[src/rtl/rail_sequencer.sv]
// rail_sequencer: N-rail power sequencer. Rails come up in index order, each gated on a debounced
// power-good, and go down in reverse order on disable or fault, followed by a restart hold-off.
// Ports: sysclk, reset (async, active-high), enable, rail_good[N] (async raw)
//        -> rail_en[N], seq_on, fault, fault_rail[3], state[3], step[3].
module rail_sequencer #(
  parameter int NUM_RAILS      = 4,
  parameter int TICK_DIV       = 8192,
  parameter int DEBOUNCE_TICKS = 3,
  parameter int TIMEOUT_TICKS  = 15,
  parameter int HOLDOFF_TICKS  = 15
) (
  input  logic                 sysclk,
  input  logic                 reset,
  input  logic                 enable,
  input  logic [NUM_RAILS-1:0] rail_good,
  output logic [NUM_RAILS-1:0] rail_en,
  output logic                 seq_on,
  output logic                 fault,
  output logic [2:0]           fault_rail,
  output logic [2:0]           state,
  output logic [2:0]           step
);

  localparam logic [2:0] S_OFF  = 3'd0;
  localparam logic [2:0] S_UP   = 3'd1;
  localparam logic [2:0] S_ON   = 3'd2;
  localparam logic [2:0] S_DOWN = 3'd3;
  localparam logic [2:0] S_HOLD = 3'd4;

  localparam int DW = (TICK_DIV > 1) ? $clog2(TICK_DIV) : 1;
  localparam int CW = $clog2(DEBOUNCE_TICKS + 1);
  localparam int TMAX = (TIMEOUT_TICKS > HOLDOFF_TICKS) ?
                        TIMEOUT_TICKS : HOLDOFF_TICKS;
  localparam int TW = (TMAX > 0) ? $clog2(TMAX + 1) : 1;
  localparam logic [2:0] LAST = 3'(NUM_RAILS - 1);

  logic [DW-1:0]        div_q, div_d;
  logic                 tick;
  logic [NUM_RAILS-1:0] sync1_q, sync2_q;
  logic [CW-1:0]        cnt_q [NUM_RAILS];
  logic [CW-1:0]        cnt_d [NUM_RAILS];
  logic [NUM_RAILS-1:0] rail_ok;
  logic [TW-1:0]        timer_q, timer_d;
  logic                 timeout;
  logic [2:0]           state_q, state_d;
  logic [2:0]           step_q, step_d;
  logic [NUM_RAILS-1:0] rail_en_q, rail_en_d;
  logic                 seq_on_q, seq_on_d;
  logic                 fault_q, fault_d;
  logic [2:0]           fault_rail_q, fault_rail_d;

  logic                 cur_ok;
  logic                 bad_up, bad_all;
  logic [2:0]           bad_up_idx, bad_all_idx;
  logic                 fault_set;
  logic [2:0]           fault_idx;

  always_comb begin
    tick  = (div_q == DW'(TICK_DIV - 1));
    div_d = tick ? '0 : div_q + DW'(1);
  end

  always_comb begin
    for (int i = 0; i < NUM_RAILS; i++) begin
      rail_ok[i] = (cnt_q[i] == CW'(DEBOUNCE_TICKS));
      cnt_d[i]   = cnt_q[i];
      if (tick) begin
        if (!sync2_q[i])
          cnt_d[i] = '0;
        else if (!rail_ok[i])
          cnt_d[i] = cnt_q[i] + CW'(1);
      end
    end
  end

  // Scan from the top so the lowest failing rail is the one recorded.
  always_comb begin
    cur_ok      = 1'b0;
    bad_up      = 1'b0;
    bad_all     = 1'b0;
    bad_up_idx  = 3'd0;
    bad_all_idx = 3'd0;
    for (int j = NUM_RAILS - 1; j >= 0; j--) begin
      if (3'(j) == step_q)
        cur_ok = rail_ok[j];
      if (!rail_ok[j]) begin
        bad_all     = 1'b1;
        bad_all_idx = 3'(j);
        if (3'(j) < step_q) begin
          bad_up     = 1'b1;
          bad_up_idx = 3'(j);
        end
      end
    end
  end

  assign timeout = (timer_q == TW'(TIMEOUT_TICKS));

  always_comb begin
    state_d      = state_q;
    step_d       = step_q;
    fault_d      = fault_q;
    fault_rail_d = fault_rail_q;
    fault_set    = 1'b0;
    fault_idx    = 3'd0;
    if (tick) begin
      case (state_q)
        S_OFF: begin
          if (!enable) begin
            fault_d      = 1'b0;
            fault_rail_d = 3'd0;
          end else if (!fault_q) begin
            state_d = S_UP;
            step_d  = 3'd0;
          end
        end
        S_UP: begin
          if (!enable) begin
            state_d = S_DOWN;
          end else if (bad_up) begin
            fault_set = 1'b1;
            fault_idx = bad_up_idx;
            state_d   = S_DOWN;
          end else if (cur_ok) begin
            if (step_q == LAST) begin
              state_d = S_ON;
              step_d  = 3'd0;
            end else begin
              step_d = step_q + 3'd1;
            end
          end else if (timeout) begin
            fault_set = 1'b1;
            fault_idx = step_q;
            state_d   = S_DOWN;
          end
        end
        S_ON: begin
          if (!enable) begin
            state_d = S_DOWN;
            step_d  = LAST;
          end else if (bad_all) begin
            fault_set = 1'b1;
            fault_idx = bad_all_idx;
            state_d   = S_DOWN;
            step_d    = LAST;
          end
        end
        S_DOWN: begin
          if (!cur_ok || timeout) begin
            fault_set = timeout;
            fault_idx = step_q;
            if (step_q == 3'd0)
              state_d = S_HOLD;
            else
              step_d = step_q - 3'd1;
          end
        end
        S_HOLD: begin
          if (timer_q == TW'(HOLDOFF_TICKS))
            state_d = S_OFF;
        end
        default: begin
          state_d = S_OFF;
          step_d  = 3'd0;
        end
      endcase
    end
    // Only the first fault is recorded until OFF clears it.
    if (fault_set && !fault_q) begin
      fault_d      = 1'b1;
      fault_rail_d = fault_idx;
    end
  end

  always_comb begin
    timer_d = timer_q;
    if (tick) begin
      if (state_d != state_q || step_d != step_q)
        timer_d = '0;
      else if (timer_q != TW'(TMAX))
        timer_d = timer_q + TW'(1);
    end
  end

  always_comb begin
    for (int i = 0; i < NUM_RAILS; i++) begin
      rail_en_d[i] = (state_d == S_ON) ||
                     (state_d == S_UP && 3'(i) <= step_d) ||
                     (state_d == S_DOWN && 3'(i) < step_d);
    end
    seq_on_d = (state_d == S_ON);
  end

  always_ff @(posedge sysclk or posedge reset) begin
    if (reset) begin
      div_q        <= '0;
      sync1_q      <= '0;
      sync2_q      <= '0;
      timer_q      <= '0;
      state_q      <= S_OFF;
      step_q       <= 3'd0;
      rail_en_q    <= '0;
      seq_on_q     <= 1'b0;
      fault_q      <= 1'b0;
      fault_rail_q <= 3'd0;
      for (int i = 0; i < NUM_RAILS; i++)
        cnt_q[i] <= '0;
    end else begin
      div_q        <= div_d;
      sync1_q      <= rail_good;
      sync2_q      <= sync1_q;
      timer_q      <= timer_d;
      state_q      <= state_d;
      step_q       <= step_d;
      rail_en_q    <= rail_en_d;
      seq_on_q     <= seq_on_d;
      fault_q      <= fault_d;
      fault_rail_q <= fault_rail_d;
      for (int i = 0; i < NUM_RAILS; i++)
        cnt_q[i] <= cnt_d[i];
    end
  end

  assign rail_en    = rail_en_q;
  assign seq_on     = seq_on_q;
  assign fault      = fault_q;
  assign fault_rail = fault_rail_q;
  assign state      = state_q;
  assign step       = step_q;

endmodule

[config.mk]
export PLATFORM = sky130hd
export DESIGN_NAME = rail_sequencer
export DESIGN_NICKNAME = d
export VERILOG_FILES = /design/src/rtl/rail_sequencer.sv
export SDC_FILE = /design/constraint.sdc
export NUM_CORES = 1
export LEC_CHECK = 0
export CAP_MARGIN = 20
export CORE_MARGIN = 5
export CORE_UTILIZATION = 40
export CTS_CLUSTER_DIAMETER = 50
export DETAILED_ROUTE_END_ITERATION = 6
export PLACE_DENSITY = 0.64
export SLEW_MARGIN = 20
export SYNTH_ARGS = -nofsm -noshare
export SYNTH_HDL_FRONTEND = slang
export SYNTH_SLANG_ARGS = --single-unit
[constraint.sdc]
create_clock -name sysclk -period 3.5 [get_ports sysclk]
set_input_delay 0.7 -clock sysclk [delete_from_list [all_inputs] [get_ports sysclk]]
set_output_delay 0.7 -clock sysclk [all_outputs]
set_load 0.01 [all_outputs]
==> results.tsv, run 1 <==
metric	value	unit
status	complete, no violations	
cts_hold_buf	0	
p_sw_share	21.6	%
totalWireLength	6880	um
avgSynthCellArea	9.48	um^2
rsz0062_at_grt	no	
core_area	7210	um^2
p_clk_share	36.8	%
hold_path_class	reg2reg	
internal_power	725	uW
grt.total_usage	16.1	%
grt_pass1_wl	11700	um
post_drt_wl_per_cell	16.0	um
detail-route-antenna-nets	0	
drc	0	
finalHoldViolCount	0	
clk_path_buf_depth	2	
clk_pin_slew	90	ps
initial_core_util	40.7	%
max_freq	332	MHz
root_buffer	clkbuf_8	
slew_headroom	45.8	%
synth_edf_count	0	
hold_slack	354	ps
dieArea	9160	um^2
ir_drop	0.000224	V
finalCriticalPeriod	3020	ps
cp_data_required_time	3720	ps
finalMaxSlewViolations	0	
leakage	1.49	nW
post-route-util	46.3	%
dieWidth	95.7	um
layout_commonest_cell	dfrtp_1	
critical_path_class	reg2reg	
tritoncts	done	
nets	348	
cp-start-kind	flop	
row_count	31	
dr.pass1.iters	4	
cts_resized	0	
cap_violations	0	
dr_total_vias	2519	
tns	0	ps
grt_pass1_vias	2448	
dp_hpwl	4990	um
insertion_delay	300	ps
power_frac_seq	60.6	%
ios	22	
final_cell_mix	dfrtp_1, nor2_1, nand2_1	
cp-end-kind	flop	
cts_setup_buffers	0	
fin_skew	5.37	ps
synthesis.nets	328	
area_growth	13.7	%
crit_path_max_fanout	8	
total_power	925	uW
power.net_switching	200	uW
ys_ff_latch	48	
period_share	86.2	%
grt_max_degree	49	
cts_made_buffers	5	
drt-initial-drc-count	167	
syn_inst	310	
diodes	0	
synthArstFlopShare	100	%
cts.sinks	48	
synth_area	2940	um^2
cts.htree.levels	2	
place_congestion	0.931	
seq_area_frac_synth	40.9	%
die_h	95.7	um
ys_types	67	
portBuffers	21	
finalSetupViolations	0	
pwr-share-comb	2.6	%
max_slew.worst_pin.slew	811	ps
pwr_density_cell	277	nW/um^2
synthFlopType	dfrtp_1	
grt-ovfl-total	0	
drive_above_1_share	7.88	%
synth-warning-count	0	
cp.arrival	3240	ps
antenna_found_initial	0	
via_per_inst	5.87	
## stage by stage
stage / cells / worst slack, ps / instance area (um^2)
2_1_floorplan: 310 / 770 / 2940
3_5_place_dp: 422 / 371 / 3250
4_1_cts: 429 / 525 / 3340
6_report: 429 / 485 / 3340
3_3_place_gp: 422 / 434 / 3250
5_1_grt: 429 / 363 / 3340
## worst paths after layout
check,start,to,slack (ps),cells past startpoint
setup / recovery,step[0],timer_q[3],480,9
hold / removal,sync1_q[1],sync2_q[1],350,0
max in group asynchronous,reset,fault_rail[0],2170,2
setup reg to reg,step[0],timer_q[3],480,9
hold reg to reg,sync1_q[1],sync2_q[1],350,0
min in group asynchronous,reset,sync1_q[0],850,2
## layer usage
metal	vias to the layer above	GRT usage (%)	wire (um)
met5	-	0	0
met2	94	26.5	3270
met4	0	5.33	109
li1	1180	-	-
met3	13	3.05	468
met1	1232	21.5	3040
## final cells by class
type                    instances  area [um^2]
inverters                      14         53.8
well taps                      99          124
repair buffers                 29          270
fillers                       714         3870
multi-input cells             232         1600
flip-flops and latches         48         1200
clock buffers                   6         82.6
clock inverters                 1         8.76
## power groups by stage
| stage | combinational, mW | clock (mW) | sequential (mW) |
|---|---|---|---|
| after global placement | 0.0244 | 0 | 0.571 |
| after detailed placement | 0.0247 | 0 | 0.572 |
| after CTS | 0.0248 | 0.353 | 0.561 |
| after global routing | 0.0278 | 0.375 | 0.561 |
| after floorplan | 0.0121 | 0 | 0.571 |
| final | 0.0239 | 0.340 | 0.560 |
## sequential cells by signal (all words and copies together), names as in the netlist
name / count
div_q: 13
cnt_q: 8
rail_en: 4
sync1_q: 4
sync2_q: 4
timer_q: 4
fault_rail: 3
state: 3
step: 3
fault: 1
seq_on: 1
## worst max-delay path: stages, from the launching register on
cell and delay, ps:
dfrtp_1 380, inv_1 210, ha_1 220, and4b_4 220, or2_1 260, a2111oi_1 490, a211oi_1 160, a31o_1 260
a2111oi_2 490, nor3b_2 240
## Yosys cell counts (2+ instances only)
library cell	count	area share [%]
dfrtp_1	48	41
nand2_1	23	2.9
nor2_1	23	2.9
a21oi_1	15	2.6
inv_1	14	1.8
o21ai_0	14	2.4
nand3_1	12	2.0
ha_1	11	4.7
a21o_1	9	2.3
a22o_1	9	2.7
nor3_1	8	1.4
xor2_1	8	2.4
and2_1	7	1.5
clkbuf_1	7	0.89
a211oi_1	6	1.5
a31oi_1	6	1.3
and3_1	6	1.3
buf_2	4	0.68
mux2i_1	4	1.4
nand2b_1	4	0.85
nand4_1	4	0.85
o32ai_1	4	1.2
xnor2_1	4	1.2
and4_1	3	0.89
buf_4	3	0.77
nor2b_1	3	0.64
o211ai_1	3	0.77
a2111o_1	2	0.77
a21boi_1	2	0.51
a41oi_1	2	0.60
nand3b_1	2	0.51
nor3b_1	2	0.51
nor3b_2	2	0.85
nor4_1	2	0.43
o21a_1	2	0.51
## logic make-up (layout without fill, tap and decap cells)
family / Yosys count / in the layout / share of synthesized area [%]
AO/OA/AOI/OAI: 92 / 92 / 23.0
XOR/XNOR: 12 / 12 / 3.58
adder cells (fa/ha/maj): 11 / 11 / 4.68
buffers and inverters: 30 / 50 / 4.64
flip-flops: 48 / 48 / 40.9
multiplexers: 4 / 4 / 1.36
AND/OR/NAND/NOR: 113 / 113 / 21.9
No activity file was read; power rests on OpenSTA's default activity.
==> run 2: changes to the inputs <==
--- a/config.mk
+++ b/config.mk
@@ -10,6 +10,8 @@
 export CORE_UTILIZATION = 40
 export CTS_CLUSTER_DIAMETER = 50
 export DETAILED_ROUTE_END_ITERATION = 6
+export HOLD_SLACK_MARGIN = 0.1
+export MAX_ROUTING_LAYER = met4
 export PLACE_DENSITY = 0.64
 export SLEW_MARGIN = 20
 export SYNTH_ARGS = -nofsm -noshare
==> run 2 against run 1 <==
Routed wire length is 0.13% lower. Largest cell class unchanged. Worst setup slack better by 13 ps. Via count hardly changed. Hold slack hardly changed. Flip-flop and latch count stayed put. Cell count stayed put.
==> results.tsv, run 2 (same netlist as run 1, synthesis figures left out) <==
metric	value	unit	change
regMostFlops	div_q		
placed_cell_area	3250	um^2	unchanged
drive_above_1_share	7.88	%	unchanged
drc	0		unchanged
clk_path_buf_depth	2		unchanged
ff_latch_area	1200	um^2	unchanged
hp-start	sync1_q[1]		
period_share	85.8	%	-0.38 points
cts.htree.levels	2		unchanged
n_fill_cell	714		unchanged
dieArea	9160	um^2	unchanged
pwr_density_cell	276	nW/um^2	-0.11%
antenna_found_initial	0		unchanged
die_h	95.7	um	unchanged
p_sw_share	21.5	%	-0.085 points
area_growth	13.7	%	unchanged
multi_input_area	1600	um^2	unchanged
tns	0	ps	unchanged
cp_data_required_time	3720	ps	about the same
cts_setup_buffers	0		unchanged
pwr-share-comb	2.6	%	about the same
hold_slack	354	ps	-0.0230 ps
power_frac_seq	60.7	%	about the same
max_slew.worst_pin.slew	817	ps	+5.54 ps
cap_violations	0		unchanged
finalSetupViolations	0		unchanged
finalInstanceArea	3340	um^2	unchanged
clk_pin_slew	90	ps	about the same
cp-end-kind	flop		
internal_power	725	uW	about the same
ios	22		unchanged
dieWidth	95.7	um	unchanged
dr.pass1.iters	4		unchanged
p_clk_share	36.7	%	about the same
cts_hold_buf	0		unchanged
nets	348		unchanged
cts.sinks	48		unchanged
leakage	1.49	nW	unchanged
finalCriticalPeriod	3000	ps	-13.2 ps
layout_commonest_cell	dfrtp_1		
totalWireLength	6870	um	-0.13%
final_cell_mix	dfrtp_1, nor2_1, nand2_1		
insertion_delay	300	ps	about the same
cp-start-kind	flop		
whs_path_depth	0		unchanged
largest_reg_flops	13		unchanged
min_to	sync2_q[1]		
crit_start	step[0]		
dr_total_vias	2521		+0.079%
fin_skew	3.78	ps	-1.59 ps
power.net_switching	199	uW	-0.51%
worst_r2r_path_depth	9		unchanged
dp_hpwl	4990	um	unchanged
initial_core_util	40.7	%	unchanged
post_drt_wl_per_cell	16.0	um	-0.13%
crit_path_max_fanout	11		+3
grt.total_usage	16.7	%	+0.51 points
max_freq	333	MHz	+0.44%
cts_made_buffers	5		unchanged
regToRegSetupSlack	500	ps	about the same
portBuffers	21		unchanged
place_congestion	0.947		+1.8%
ir_drop	0.000224	V	about the same
via_per_inst	5.88		about the same
grt_pass1_vias	2452		+0.16%
drt-initial-drc-count	171		+2.4%
grt_pass1_wl	11700	um	about the same
status	complete, no violations		
diodes	0		unchanged
r2r_start	step[0]		
critical_path_class	reg2reg		
cp.arrival	3230	ps	about the same
detail-route-antenna-nets	0		unchanged
hold_path_class	reg2reg		
reg_top3	div_q: 13 flops, cnt_q: 8 flops		
grt-ovfl-total	0		unchanged
tritoncts	done		
finalMaxSlewViolations	0		unchanged
root_buffer	clkbuf_8		
row_count	31		unchanged
cts_resized	0		unchanged
finalHoldViolCount	0		unchanged
rsz0062_at_grt	no		
slew_headroom	45.5	%	-0.37 points
r2r_end	timer_q[3]		
grt_max_degree	49		unchanged
post-route-util	46.3	%	unchanged
core_area	7210	um^2	unchanged
## run 2: cell counts in the layout (fill, tap and decap cells not counted)
Identical to the previous run, type by type.
## run 2: metal layers
metal | track usage [%] | share of wire (%)
met4 | 5.33 | 2.0
met1 | 21.6 | 45
met5 | - | 0
met3 | 2.97 | 6.2
met2 | 26.5 | 47
## run 2: stage by stage
step                      setup WS (ps)  power [mW]  instances
final                               498       0.924        429
after global routing                363       0.964        429
after CTS                           525       0.938        429
after detailed placement            371       0.596        422
after global placement              434       0.596        422
after floorplan                     770       0.583        310
## run 2: critical path, cell delays in order, from the launching register on
cell	delay, ps
dfrtp_1	380
buf_4	180
ha_1	270
a21o_1	210
or2_1	250
a2111oi_1	460
a211oi_1	160
a31o_1	260
a2111oi_2	510
nor3b_2	240
## run 2: worst max-delay path by stage
stage	to	slack, ps	cells after the start
after global routing	rail_en[1]	360	10
after floorplan	timer_q[3]	770	10
after CTS	timer_q[3]	530	9
after global placement	timer_q[3]	430	8
final	timer_q[3]	500	9
after detailed placement	timer_q[3]	370	8
## run 2: area by class of cell
type	count	share of cell area (%)
repair buffers	29	8.09
multi-input cells	232	47.9
clock buffers	6	2.47
clock inverters	1	0.262
flip-flops and latches	48	35.9
inverters	14	1.61
well taps	99	3.71
## run 2: power groups by stage
| stage | sequential (mW) | combinational [mW] | clock, mW |
|---|---|---|---|
| global route | 0.561 | 0.0278 | 0.375 |
| global placement | 0.571 | 0.0244 | 0 |
| finish | 0.560 | 0.0240 | 0.339 |
| detailed placement | 0.572 | 0.0247 | 0 |
| floorplan | 0.571 | 0.0121 | 0 |
| CTS | 0.561 | 0.0248 | 0.353 |
